**config.mk**
```make
export PLATFORM = sky130hd
export DESIGN_NAME = bus_trace_monitor
export DESIGN_NICKNAME = d
export VERILOG_FILES = /design/src/rtl/bus_trace_monitor.sv
export SDC_FILE = /design/constraint.sdc
export NUM_CORES = 1
export LEC_CHECK = 0
export BUFFER_PORTS_ARGS = -buffer_cell sky130_fd_sc_hd__buf_2
export CAP_MARGIN = 20
export CELL_PAD_IN_SITES_DETAIL_PLACEMENT = 2
export CELL_PAD_IN_SITES_GLOBAL_PLACEMENT = 2
export CORE_ASPECT_RATIO = 1.5
export CORE_MARGIN = 2
export CORE_UTILIZATION = 46
export CTS_BUF_LIST = sky130_fd_sc_hd__clkbuf_4 sky130_fd_sc_hd__clkbuf_8 sky130_fd_sc_hd__clkbuf_16
export CTS_CLUSTER_SIZE = 12
export DETAILED_ROUTE_END_ITERATION = 16
export PLACE_DENSITY = 0.95
export SETUP_SLACK_MARGIN = 0.02
export SYNTH_ARGS = -nofsm -noshare
export SYNTH_HDL_FRONTEND = slang
export SYNTH_SLANG_ARGS = --single-unit
```
**constraint.sdc**
```tcl
create_clock -name clk -period 8.3 [get_ports clk]
set_clock_uncertainty 0.05 [all_clocks]
set_input_delay 1.245 -clock clk [delete_from_list [all_inputs] [get_ports clk]]
set_output_delay 1.245 -clock clk [all_outputs]
set_load 0.005 [all_outputs]
```
**src/rtl/bus_trace_monitor.sv**
```systemverilog
// Passive monitor for the memory request bus: tracks read/write handshakes, flags protocol
// errors and logs completed transactions into a FWFT trace FIFO. Optional: BUS_MON_ADDR_FILTER_EN.
module bus_trace_monitor #(
  parameter int unsigned DATA_WIDTH  = 32,
  parameter int unsigned MEM_DEPTH   = 64,
  parameter int unsigned TRACE_DEPTH = 8,
  parameter int unsigned TIMEOUT     = 16,
  parameter int unsigned CNT_WIDTH   = 16,
  localparam int unsigned ADDR_WIDTH = $clog2(MEM_DEPTH),
  localparam int unsigned LVL_W      = $clog2(TRACE_DEPTH) + 1
) (
  input  logic                  clk,
  input  logic                  reset,
  input  logic                  clear,
  input  logic                  mon_req_valid,
  input  logic                  mon_we,
  input  logic [ADDR_WIDTH-1:0] mon_addr,
  input  logic [DATA_WIDTH-1:0] mon_wdata,
  input  logic [DATA_WIDTH-1:0] mon_rdata,
  input  logic                  mon_valid_data,
`ifdef BUS_MON_ADDR_FILTER_EN
  input  logic [ADDR_WIDTH-1:0] filter_base,
  input  logic [ADDR_WIDTH-1:0] filter_mask,
`endif
  input  logic                  trace_pop,
  output logic                  trace_valid,
  output logic                  trace_we,
  output logic [ADDR_WIDTH-1:0] trace_addr,
  output logic [DATA_WIDTH-1:0] trace_data,
  output logic [LVL_W-1:0]      trace_level,
  output logic [CNT_WIDTH-1:0]  wr_count,
  output logic [CNT_WIDTH-1:0]  rd_count,
  output logic                  overflow,
  output logic                  timeout_err,
  output logic                  overlap_err,
  output logic                  spurious_err
);

  localparam int unsigned PTR_W   = $clog2(TRACE_DEPTH);
  localparam int unsigned TMR_W   = $clog2(TIMEOUT + 1);
  localparam int unsigned ENTRY_W = 1 + ADDR_WIDTH + DATA_WIDTH;
  localparam logic [TMR_W-1:0] TimerMax = TMR_W'(TIMEOUT);

  typedef enum logic [0:0] {StIdle, StRdWait} state_e;

  state_e                state_q, state_d;
  logic [TMR_W-1:0]      timer_q, timer_d;
  logic [ADDR_WIDTH-1:0] raddr_q, raddr_d;
  logic [CNT_WIDTH-1:0]  wr_count_q, rd_count_q;
  logic                  overflow_q, timeout_q, overlap_q, spurious_q;
  logic [PTR_W-1:0]      wr_ptr_q, rd_ptr_q;
  logic [LVL_W-1:0]      level_q, level_d;
  logic [ENTRY_W-1:0]    mem [TRACE_DEPTH];

  logic accept_req, rd_done, wr_done;
  logic set_spur, set_ovl, set_to;
  logic match_rd, match_wr;
  logic push_rd, push_wr, pop_eff, acc_rd, acc_wr, drop;
  logic [LVL_W-1:0] free;
  logic [PTR_W-1:0] wr_slot;

  // Handshake tracking; a request accepted alongside a read completion is handled as in idle
  always_comb begin
    state_d    = state_q;
    timer_d    = timer_q;
    raddr_d    = raddr_q;
    accept_req = 1'b0;
    rd_done    = 1'b0;
    wr_done    = 1'b0;
    set_spur   = 1'b0;
    set_ovl    = 1'b0;
    set_to     = 1'b0;
    case (state_q)
      StIdle: begin
        set_spur   = mon_valid_data;
        accept_req = mon_req_valid;
      end
      StRdWait: begin
        if (mon_valid_data) begin
          rd_done    = 1'b1;
          state_d    = StIdle;
          timer_d    = '0;
          accept_req = mon_req_valid;
        end else if (mon_req_valid) begin
          set_ovl = 1'b1;
        end else if (timer_q == TimerMax) begin
          set_to  = 1'b1;
          state_d = StIdle;
          timer_d = '0;
        end else begin
          timer_d = timer_q + TMR_W'(1);
        end
      end
      default: state_d = StIdle;
    endcase
    if (accept_req) begin
      if (mon_we) begin
        wr_done = 1'b1;
      end else begin
        raddr_d = mon_addr;
        timer_d = TMR_W'(1);
        state_d = StRdWait;
      end
    end
  end

`ifdef BUS_MON_ADDR_FILTER_EN
  assign match_rd = ((raddr_q & filter_mask) == (filter_base & filter_mask));
  assign match_wr = ((mon_addr & filter_mask) == (filter_base & filter_mask));
`else
  assign match_rd = 1'b1;
  assign match_wr = 1'b1;
`endif

  // Up to two pushes per cycle (read completion first, then write); a pop frees space first
  always_comb begin
    push_rd = rd_done & match_rd;
    push_wr = wr_done & match_wr;
    pop_eff = trace_pop & (level_q != '0);
    free    = LVL_W'(TRACE_DEPTH) - level_q + LVL_W'(pop_eff);
    acc_rd  = push_rd & (free != '0);
    acc_wr  = push_wr & (free > LVL_W'(acc_rd));
    drop    = (push_rd & ~acc_rd) | (push_wr & ~acc_wr);
    level_d = level_q + LVL_W'(acc_rd) + LVL_W'(acc_wr) - LVL_W'(pop_eff);
    wr_slot = wr_ptr_q + PTR_W'(acc_rd);
  end

  always_ff @(posedge clk or negedge reset) begin
    if (!reset) begin
      state_q    <= StIdle;
      timer_q    <= '0;
      raddr_q    <= '0;
      wr_count_q <= '0;
      rd_count_q <= '0;
      overflow_q <= 1'b0;
      timeout_q  <= 1'b0;
      overlap_q  <= 1'b0;
      spurious_q <= 1'b0;
      wr_ptr_q   <= '0;
      rd_ptr_q   <= '0;
      level_q    <= '0;
    end else if (clear) begin
      state_q    <= StIdle;
      timer_q    <= '0;
      raddr_q    <= '0;
      wr_count_q <= '0;
      rd_count_q <= '0;
      overflow_q <= 1'b0;
      timeout_q  <= 1'b0;
      overlap_q  <= 1'b0;
      spurious_q <= 1'b0;
      wr_ptr_q   <= '0;
      rd_ptr_q   <= '0;
      level_q    <= '0;
    end else begin
      state_q    <= state_d;
      timer_q    <= timer_d;
      raddr_q    <= raddr_d;
      if (wr_done && wr_count_q != '1) wr_count_q <= wr_count_q + CNT_WIDTH'(1);
      if (rd_done && rd_count_q != '1) rd_count_q <= rd_count_q + CNT_WIDTH'(1);
      overflow_q <= overflow_q | drop;
      timeout_q  <= timeout_q | set_to;
      overlap_q  <= overlap_q | set_ovl;
      spurious_q <= spurious_q | set_spur;
      wr_ptr_q   <= wr_ptr_q + PTR_W'(acc_rd) + PTR_W'(acc_wr);
      rd_ptr_q   <= rd_ptr_q + PTR_W'(pop_eff);
      level_q    <= level_d;
    end
  end

  // Storage needs no reset: the outputs are masked while the FIFO is empty
  always_ff @(posedge clk) begin
    if (acc_rd) mem[wr_ptr_q] <= {1'b0, raddr_q, mon_rdata};
    if (acc_wr) mem[wr_slot]  <= {1'b1, mon_addr, mon_wdata};
  end

  logic [ENTRY_W-1:0] head;
  assign head         = mem[rd_ptr_q];
  assign trace_valid  = (level_q != '0);
  assign trace_we     = trace_valid & head[ENTRY_W-1];
  assign trace_addr   = head[DATA_WIDTH +: ADDR_WIDTH] & {ADDR_WIDTH{trace_valid}};
  assign trace_data   = head[DATA_WIDTH-1:0] & {DATA_WIDTH{trace_valid}};
  assign trace_level  = level_q;
  assign wr_count     = wr_count_q;
  assign rd_count     = rd_count_q;
  assign overflow     = overflow_q;
  assign timeout_err  = timeout_q;
  assign overlap_err  = overlap_q;
  assign spurious_err = spurious_q;

endmodule

```
## After elaboration in Yosys (flattened, before gate mapping)

Memory sizes are Yosys's and may differ from the RTL's.
Cells that the tools add are included.

- Mux-type cells: 46
- Reductions and logical operators: 8
- Eq/ne operators: 4
- Add/subtract/negate cells: 11
- Bitwise logic cells: 16
- $lt $le $gt $ge: 1

Operators with widths:

| cell | count |
|---|---|
| 16-bit 2-to-1 mux | 4 |
| 5-bit 2-to-1 mux | 7 |
| 16-bit by 1-bit adder with 16-bit output, second input constant | 2 |
| 32-bit AND | 1 |
| 16-bit inequality test, second input constant | 2 |
| 1-bit 2-to-1 mux | 28 |
| 6-bit 2-to-1 mux | 3 |
| 4-bit by 1-bit adder with 4-bit output | 3 |
| 3-bit by 1-bit adder with 3-bit output | 3 |
| 4-bit nonzero test | 2 |
| 1-bit AND | 6 |
| 6-bit AND | 1 |
| 3-bit 2-to-1 mux | 2 |
| 2-bit nonzero test | 3 |
| 5-bit by 1-bit adder with 5-bit output, second input constant | 1 |
| 5-bit == test, second input constant | 1 |
| 1-bit bitwise OR | 5 |
| 4-bit by 1-bit greater-than comparator with 1-bit output | 1 |
| 4-bit 2-to-1 mux | 1 |
| 4-bit by 1-bit subtractor with 4-bit output | 1 |
| 4-bit subtractor, first input constant | 1 |
| 1-bit inverter | 3 |
| 1-bit logical AND | 2 |
| 2-bit inequality test, second input constant | 1 |
| other kinds (2) | 2 |

- Memories kept: 1
- Bits in registers: 58
- Output and inout bits: 80
- Bits of input ports: 77
- Word-level logic and storage cells: 99
- Bits in writable memories: 312

Memory list:

| memory | words | bits a word | read ports | clocked after memory_dff | write ports | RTL line | source |
|---|---|---|---|---|---|---|---|
| mem | 8 | 39 | 1 | 0 | 2 | 53 | `logic [ENTRY_W-1:0] mem [TRACE_DEPTH];` |

## Logic depth before layout (Yosys ltp)

Gate-level depths: netlist of the first run.

- Depth in word-level cells: 12
- Gate-level depth with buffers: 22
- Gate-level depth less buffers: 18

## Worst setup path after synthesis of the first run

No wires, ideal clock.

- Path type: input -> register
- Start point: input port trace_pop
- End point: memory mem[3][0] in the netlist's numbering (enable)
- Cell stages on the path: 16
- Data required time: 7.853 ns
- Arrival: 4.858 ns
- Buffers on the path: 3
- Setup slack: 2.994 ns
- Library setup time: 0.397 ns
- Path through: nand2_1 -> ha_1 -> inv_1 -> ha_1 -> xnor2_1 -> or3b_1 -> buf_2 -> o21ai_4 -> buf_6 -> nor2_1 -> ha_1 -> nor3b_2 -> nand2_1 -> a21oi_1 -> clkbuf_1 -> or2_1

RTL lines:

| element | RTL line | source |
|---|---|---|
| start: declaration | 25 | `input logic trace_pop,` |
| end: declaration | 53 |  |

==> impl_metrics.csv, run 1 <==
group,metric,value,unit
clock_network,cts_tree,"built",
route,route.detailed.drc,0,
clock_network,cts_root_buf,"clkbuf_16",
global_route,grt_max_degree,76,
placement,hpwlAfterDp,38710,µm
final_layout,nNetsFinal,1469,
yosys,netlist_instances,1339,
yosys,ys_seq_elements,370,
yosys,async_reset_ff_share,15.68,%
yosys,synth.avg_cell_area,14.10,µm²
yosys,synth_cell_types,65,
sta,relSlewSlack,27.07,%
final_layout,regArea,10750,µm²
yosys,yosysMostFrequentCell,"edfxtp_1",
yosys,syn-num-nets,1433,
floorplan,die_h,252.1,µm
floorplan,initial_utilization,46.82,%
route,routed_wl,67400,µm
pwr,powerDensity,246.3,nW/µm²
clock_network,hold_buffers,0,
route,vias,13500,
route,drtPass1Iterations,5,
floorplan,die-area,42700,µm²
final_layout,final_util,52.09,%
clock_network,numClockSinks,370,
route,drtAntennaViolNets,0,
global_route,antenna_found_initial,6,
run,drv_cap,0,
final_layout,multiInputGateArea,7214,µm²
clock_network,clockBufferDepth,3,
route,avgRoutedWirePerCell,35.35,µm
yosys,synthTopCellsByArea,"edfxtp_1, a22o_1, mux4_2, dfrtp_1, a32o_1",
worst_setup_path,crit_arrival,6.52,ns
placement,port_buffers,156,
run_status,status,"complete, no violations",
floorplan,rows,90,
clock_network,cts_setup_buffers,0,
clock_network,cts_buffers,39,
sta,finalCritPeriodShare,76.21,%
clock_network,clkTransAtPathRegs,0.06,ns
sta,worst_pin_slew,1.094,ns
global_route,overflow,0,
final_layout,final_cells,1907,
yosys,synth_flop_cell,"edfxtp_1",
global_route,track_usage,31.80,%
floorplan,core_area,40310,µm²
worst_setup_path,cp-start-kind,"flop",
sta,rsz0062_at_grt,"false",
sta,fin_crit,6.325,ns
yosys,yosysSeqAreaShare,56.90,%
yosys,synth_top_area_share,48.37,%
sta,setup_viol,0,
yosys,synth_top_cell_by_area,"edfxtp_1",
sta,fmax,0.1581,GHz
sta,hold_violations,0,
placement,routabilityCongestion,0.7891,
pwr,ir_worst_vdd,135.8,µV
pwr,p_leak,7.199,nW
floorplan,die_w,169.4,µm
final_layout,drive_gt1_share,26.39,%
yosys,ys_warn_count,0,
worst_setup_path,endpoint_kind,"flop",
sta,drv_slew,0,
clock_network,htreeDepth,2,
floorplan,io_pins,157,
worst_setup_path,r2r_slack,1.97,ns
sta,fin_setup_tns,0,ns
final_layout,n_fill_cell,3727,
placement,placed_cells,1833,
route,vias_per_cell,7.077,
worst_hold_path,hp-class,"reg -> reg",
route,drtIter0Drc,1574,
yosys,synth_area,18870,µm²
worst_setup_path,crit_type,"reg -> reg",
clock_network,cts_resized,0,
yosys,synth-edff-count,304,
worst_setup_path,path_max_fanout,40,
global_route,grt_pass1_wl,100400,µm
worst_setup_path,required,8.49,ns
final_layout,syn_to_final_growth,11.26,%
global_route,grt_pass1_vias,14800,
yosys,yosys-top-cells-count,"edfxtp_1, a22o_1, nor2_1",
clock_network,worstSkewPairLatency,0.55,ns
-- power by group --
group	internal [W]	switching, W	total, W
clock	0.000951	0.000753	0.00170
combinational	0.000479	0.000754	0.00123
sequential	0.00210	0.000131	0.00223
-- critical path: stages (launching register included) --
cell,delay (ns)
dfrtp_1,0.39
inv_1,0.17
ha_1,0.20
and3_2,0.19
inv_1,0.06
nand2_1,0.19
ha_1,0.26
inv_1,0.06
ha_1,0.19
xnor2_1,0.14
or3b_1,0.52
o21ai_4,0.63
nor2_1,0.12
ha_1,0.28
xor2_1,0.28
nor3_1,0.45
o211ai_1,0.27
o21ai_4,0.12
buf_4,0.51
or2_2,0.63
buf_16,0.26
-- layer usage --
layer,global-route usage (%),wire [µm]
met1,36.71,23490
met2,56.29,35660
met3,6.165,5311
met4,15.70,2893
met5,0,51
-- through the flow --
| stage | power, W | instance area [µm²] | hold WS [ns] | setup WS, ns |
|---|---|---|---|---|
| after floorplan | 0.002990 | 18870 | 0.3701 | 2.994 |
| after global placement | 0.003371 | 19640 | 0.3893 | 2.088 |
| after detailed placement | 0.003466 | 19660 | 0.4205 | 1.604 |
| after CTS | 0.005171 | 20840 | 0.4289 | 1.672 |
| after global routing | 0.005322 | 20990 | 0.4534 | 1.798 |
| final | 0.005172 | 21000 | 0.4254 | 1.975 |
-- kinds of logic (layout without fill, tap and decap cells) --
kind of cell               after synthesis  count (layout)  synth area share (%)
AOI/OAI and AO/OA                      372             372                 17.08
and+or+nand+nor                        209             209                 6.006
DFF                                    370             370                 56.90
muxes                                  120             120                 11.54
other                                    0               3                     0
xor gates and xnor gates                34              34                 1.677
adders and majority gates               17              17                 1.207
buffers and inverters                  217             276                 5.582
-- cell type report --
type                            count  share of cell area (%)
Tap cell                          506                   3.015
Timing Repair Buffer              187                   5.339
Sequential cell                   370                   51.19
Clock inverter                     10                  0.2085
Multi-Input combinational cell    752                   34.36
Inverter                           25                  0.4469
Antenna cell                        3                 0.03575
Clock buffer                       54                   5.410
-- final timing paths --
path,endpoint,from,depth (start not counted)
min in group asynchronous,rd_count[13],reset,2
max reg2reg,mem[2][34],trace_level[3],20
max in group asynchronous,rd_ptr_q[1],reset,2
max,mem[2][34],trace_level[3],20
min,mem[6][38],mem[6][38],2
min reg2reg,mem[6][38],mem[6][38],2
-- cell usage in the layout, fill, tap and decap left out, drive strengths merged, types with 3 or more instances in the layout --
cell type	Yosys	final
xor2	4	4
o211ai	6	6
or2	8	8
dfrtp	58	58
dfxtp	8	8
inv	25	25
diode	0	3
edfxtp	304	304
buf	154	187
o2bb2ai	3	3
a21oi	20	20
nor2	95	95
nand3	8	8
nor4b	6	6
nand2	29	29
clkinv	0	10
a211oi	3	3
and4	4	4
and2	3	3
or4	3	3
nor4	9	9
nand2b	3	3
mux4	78	78
a32o	76	76
ha	15	15
xnor2	30	30
or3	3	3
nand4	12	12
mux2i	41	41
nor3	14	14
nor2b	7	7
o21ai	11	11
o21bai	7	7
nor3b	3	3
clkbuf	38	54
a22o	234	234
-- sequential cells by signal (all words and copies together), names as in the netlist --
register and count:
spurious_err 1, timeout_err 1, trace_level 4, overlap_err 1, rd_ptr_q 3, overflow 1
rd_count 16, wr_ptr_q 3, mem 312, state_q 1, timer_q 5, raddr_q 6
wr_count 16
Note: power is estimated with default switching activity, not from simulation.
==> run 2, diff against run 1 <==
--- a/config.mk
+++ b/config.mk
@@ -11,11 +11,11 @@
 export CELL_PAD_IN_SITES_GLOBAL_PLACEMENT = 2
 export CORE_ASPECT_RATIO = 1.5
 export CORE_MARGIN = 2
-export CORE_UTILIZATION = 46
+export CORE_UTILIZATION = 43
 export CTS_BUF_LIST = sky130_fd_sc_hd__clkbuf_4 sky130_fd_sc_hd__clkbuf_8 sky130_fd_sc_hd__clkbuf_16
 export CTS_CLUSTER_SIZE = 12
 export DETAILED_ROUTE_END_ITERATION = 16
-export PLACE_DENSITY = 0.95
+export PLACE_DENSITY = 0.91
 export SETUP_SLACK_MARGIN = 0.02
 export SYNTH_ARGS = -nofsm -noshare
 export SYNTH_HDL_FRONTEND = slang
==> constraint.sdc (replaced) <==
create_clock -name clk -period 6.5 [get_ports clk]
set_clock_uncertainty 0.05 [all_clocks]
set_input_delay 0.975 -clock clk [delete_from_list [all_inputs] [get_ports clk]]
set_output_delay 0.975 -clock clk [all_outputs]
set_load 0.005 [all_outputs]
==> impl_metrics.csv, run 2 (synthesis results as in run 1) <==
group,metric,value,unit
global_route,antenna_found_initial,4,
global_route,gr-usage-met3,5.303,%
worst_setup_path,path_max_fanout,29,
clock_network,cts_root_buf,"clkbuf_16",
placement,hpwlAfterDp,41300,µm
sta,worst_pin_slew,1.123,ns
worst_setup_path,worstPathCellList,"inv_1 -> ha_1 -> and3_2 -> inv_1 -> nand2_1 -> ha_1 -> inv_1 -> ha_1 -> xnor2_1 -> or3b_1 -> o21ai_4 -> nor2_1 -> ha_1 -> nor3_1 -> o211ai_1 -> o21ai_4 -> or2_2 -> buf_4",
clock_network,cts_tree,"built",
clock_network,numClockSinks,370,
global_route,met1_usage,35.44,%
worst_setup_path,critPathBufInv,4,
floorplan,initial_utilization,43.26,%
global_route,grt_max_degree,61,
clock_network,clockBufferDepth,3,
global_route,overflow,0,
route,drtAntennaViolNets,0,
final_layout,drive_gt1_share,26.70,%
global_route,track_usage,30.35,%
final_layout,largest-register,"mem",
placement,port_buffers,156,
route,route.detailed.drc,0,
floorplan,die-area,45620,µm²
sta,fin_setup_tns,0,ns
final_layout,final_cell_mix,"edfxtp_1, a22o_1, buf_2",
worst_setup_path,crit_path_frequent_cell,"ha_1",
run,drv_cap,0,
global_route,grt_pass1_vias,14900,
clock_network,cts_setup_buffers,0,
global_route,grt_pass1_wl,102300,µm
sta,fin_crit,5.282,ns
placement,placed_cells,1913,
worst_setup_path,crit_type,"reg -> reg",
clock_network,hold_buffers,0,
final_layout,largest_reg_flops,312,
final_layout,syn_to_final_growth,11.54,%
clock_network,worstSkewPairLatency,0.55,ns
worst_setup_path,endpoint_kind,"flop",
clock_network,clkTransAtPathRegs,0.06,ns
worst_setup_path,r2r_slack,1.22,ns
run_status,status,"complete, no violations",
route,drtIter0Drc,1487,
route,avgRoutedWirePerCell,34.64,µm
floorplan,io_pins,157,
placement,pre_cts_ws,1.194,ns
route,vias_per_cell,6.916,
route,routed_wl,68660,µm
global_route,gr-usage-met2,53.13,%
clock_network,cts_buffers,39,
worst_setup_path,cp_num_cells,18,
route,drtPass1Iterations,5,
worst_hold_path,hp-class,"reg -> reg",
pwr,ir_worst_vdd,185.5,µV
clock_network,cts_resized,0,
floorplan,die_w,175.1,µm
worst_setup_path,max_stage_delay,0.88,ns
floorplan,die_h,260.6,µm
floorplan,rows,94,
sta,relSlewSlack,25.16,%
sta,fmax,0.1893,GHz
final_layout,final_cells,1982,
worst_hold_path,whs_path_depth,2,
clock_network,htreeDepth,2,
final_layout,nNetsFinal,1472,
worst_setup_path,crit_slowest_cell,"or2_2",
sta,finalCritPeriodShare,81.26,%
pwr,p_leak,7.204,nW
sta,fin_ws,1.218,ns
worst_setup_path,worstRegToRegCells,18,
global_route,busiest_layer,"met2",
route,vias,13710,
worst_setup_path,required,6.71,ns
pwr,power,0.006649,W
sta,setup_viol,0,
worst_setup_path,cp-start-kind,"flop",
sta,hold_violations,0,
sta,drv_slew,0,
sta,rsz0062_at_grt,"false",
worst_setup_path,crit_family,"simple AND/OR/NAND/NOR gates",
worst_setup_path,crit_arrival,5.49,ns
pwr,powerDensity,315.8,nW/µm²
placement,routabilityCongestion,0.8087,
sta,hold_slack,0.4222,ns
final_layout,final_common_cell,"edfxtp_1",
floorplan,core_area,43630,µm²
==> run 2: changes by cell type in the layout (fill, tap and decap cells not counted), sizes merged <==
| cell | change |
|---|---|
| inv | +1 |
| clkbuf | +2 |
| bufinv | +1 |
| diode | +2 |
| clkinv | -4 |
| buf | +3 |
==> run 2: worst min-delay path: stages, from the launching register on <==
cell and delay [ns]:
dfxtp_1 0.31, inv_1 0.05, o21bai_1 0.06
==> run 2: area by class of cell <==
class | count | area [µm²]
Sequential cell | 370 | 10750
Multi-Input combinational cell | 752 | 7214
Clock buffer | 56 | 1134
Inverter | 25 | 93.84
Timing Repair Buffer | 190 | 1049
Clock inverter | 8 | 80.08
Antenna cell | 5 | 12.51
Fill cell | 4069 | 22580
Tap cell | 576 | 720.7
==> run 2: path summary, 6_finish.rpt <==
| kind | startpoint | end |
|---|---|---|
| worst max register to register | trace_level[3] | mem[4][35] |
| worst min-delay path | mem[4][38] | mem[4][38] |
| min in group asynchronous | reset | rd_count[5] |
| worst min register to register | mem[4][38] | mem[4][38] |
| worst max-delay path | trace_level[3] | mem[4][35] |
| max in group asynchronous | reset | rd_ptr_q[1] |
==> run 2: where the power goes <==
| part | switching [W] | internal, W |
|---|---|---|
| combinational | 0.000987 | 0.000605 |
| sequential | 0.000141 | 0.00269 |
| clock | 0.000978 | 0.00125 |
| total | 0.00211 | 0.00454 |
==> run 2: metal layers <==
metal	routed length [µm]	up-vias
li1	-	5427
met1	23500	7114
met2	35750	957
met3	5895	207
met4	3508	2
met5	11	-
==> run 2: metrics by stage <==
stage / utilization [%] / instance area, µm²
CTS: 48.22 / 21040
global route: 48.24 / 21050
finish: 48.25 / 21050
floorplan: - / 18870
detailed placement: 45.44 / 19830
global placement: 45.39 / 19810
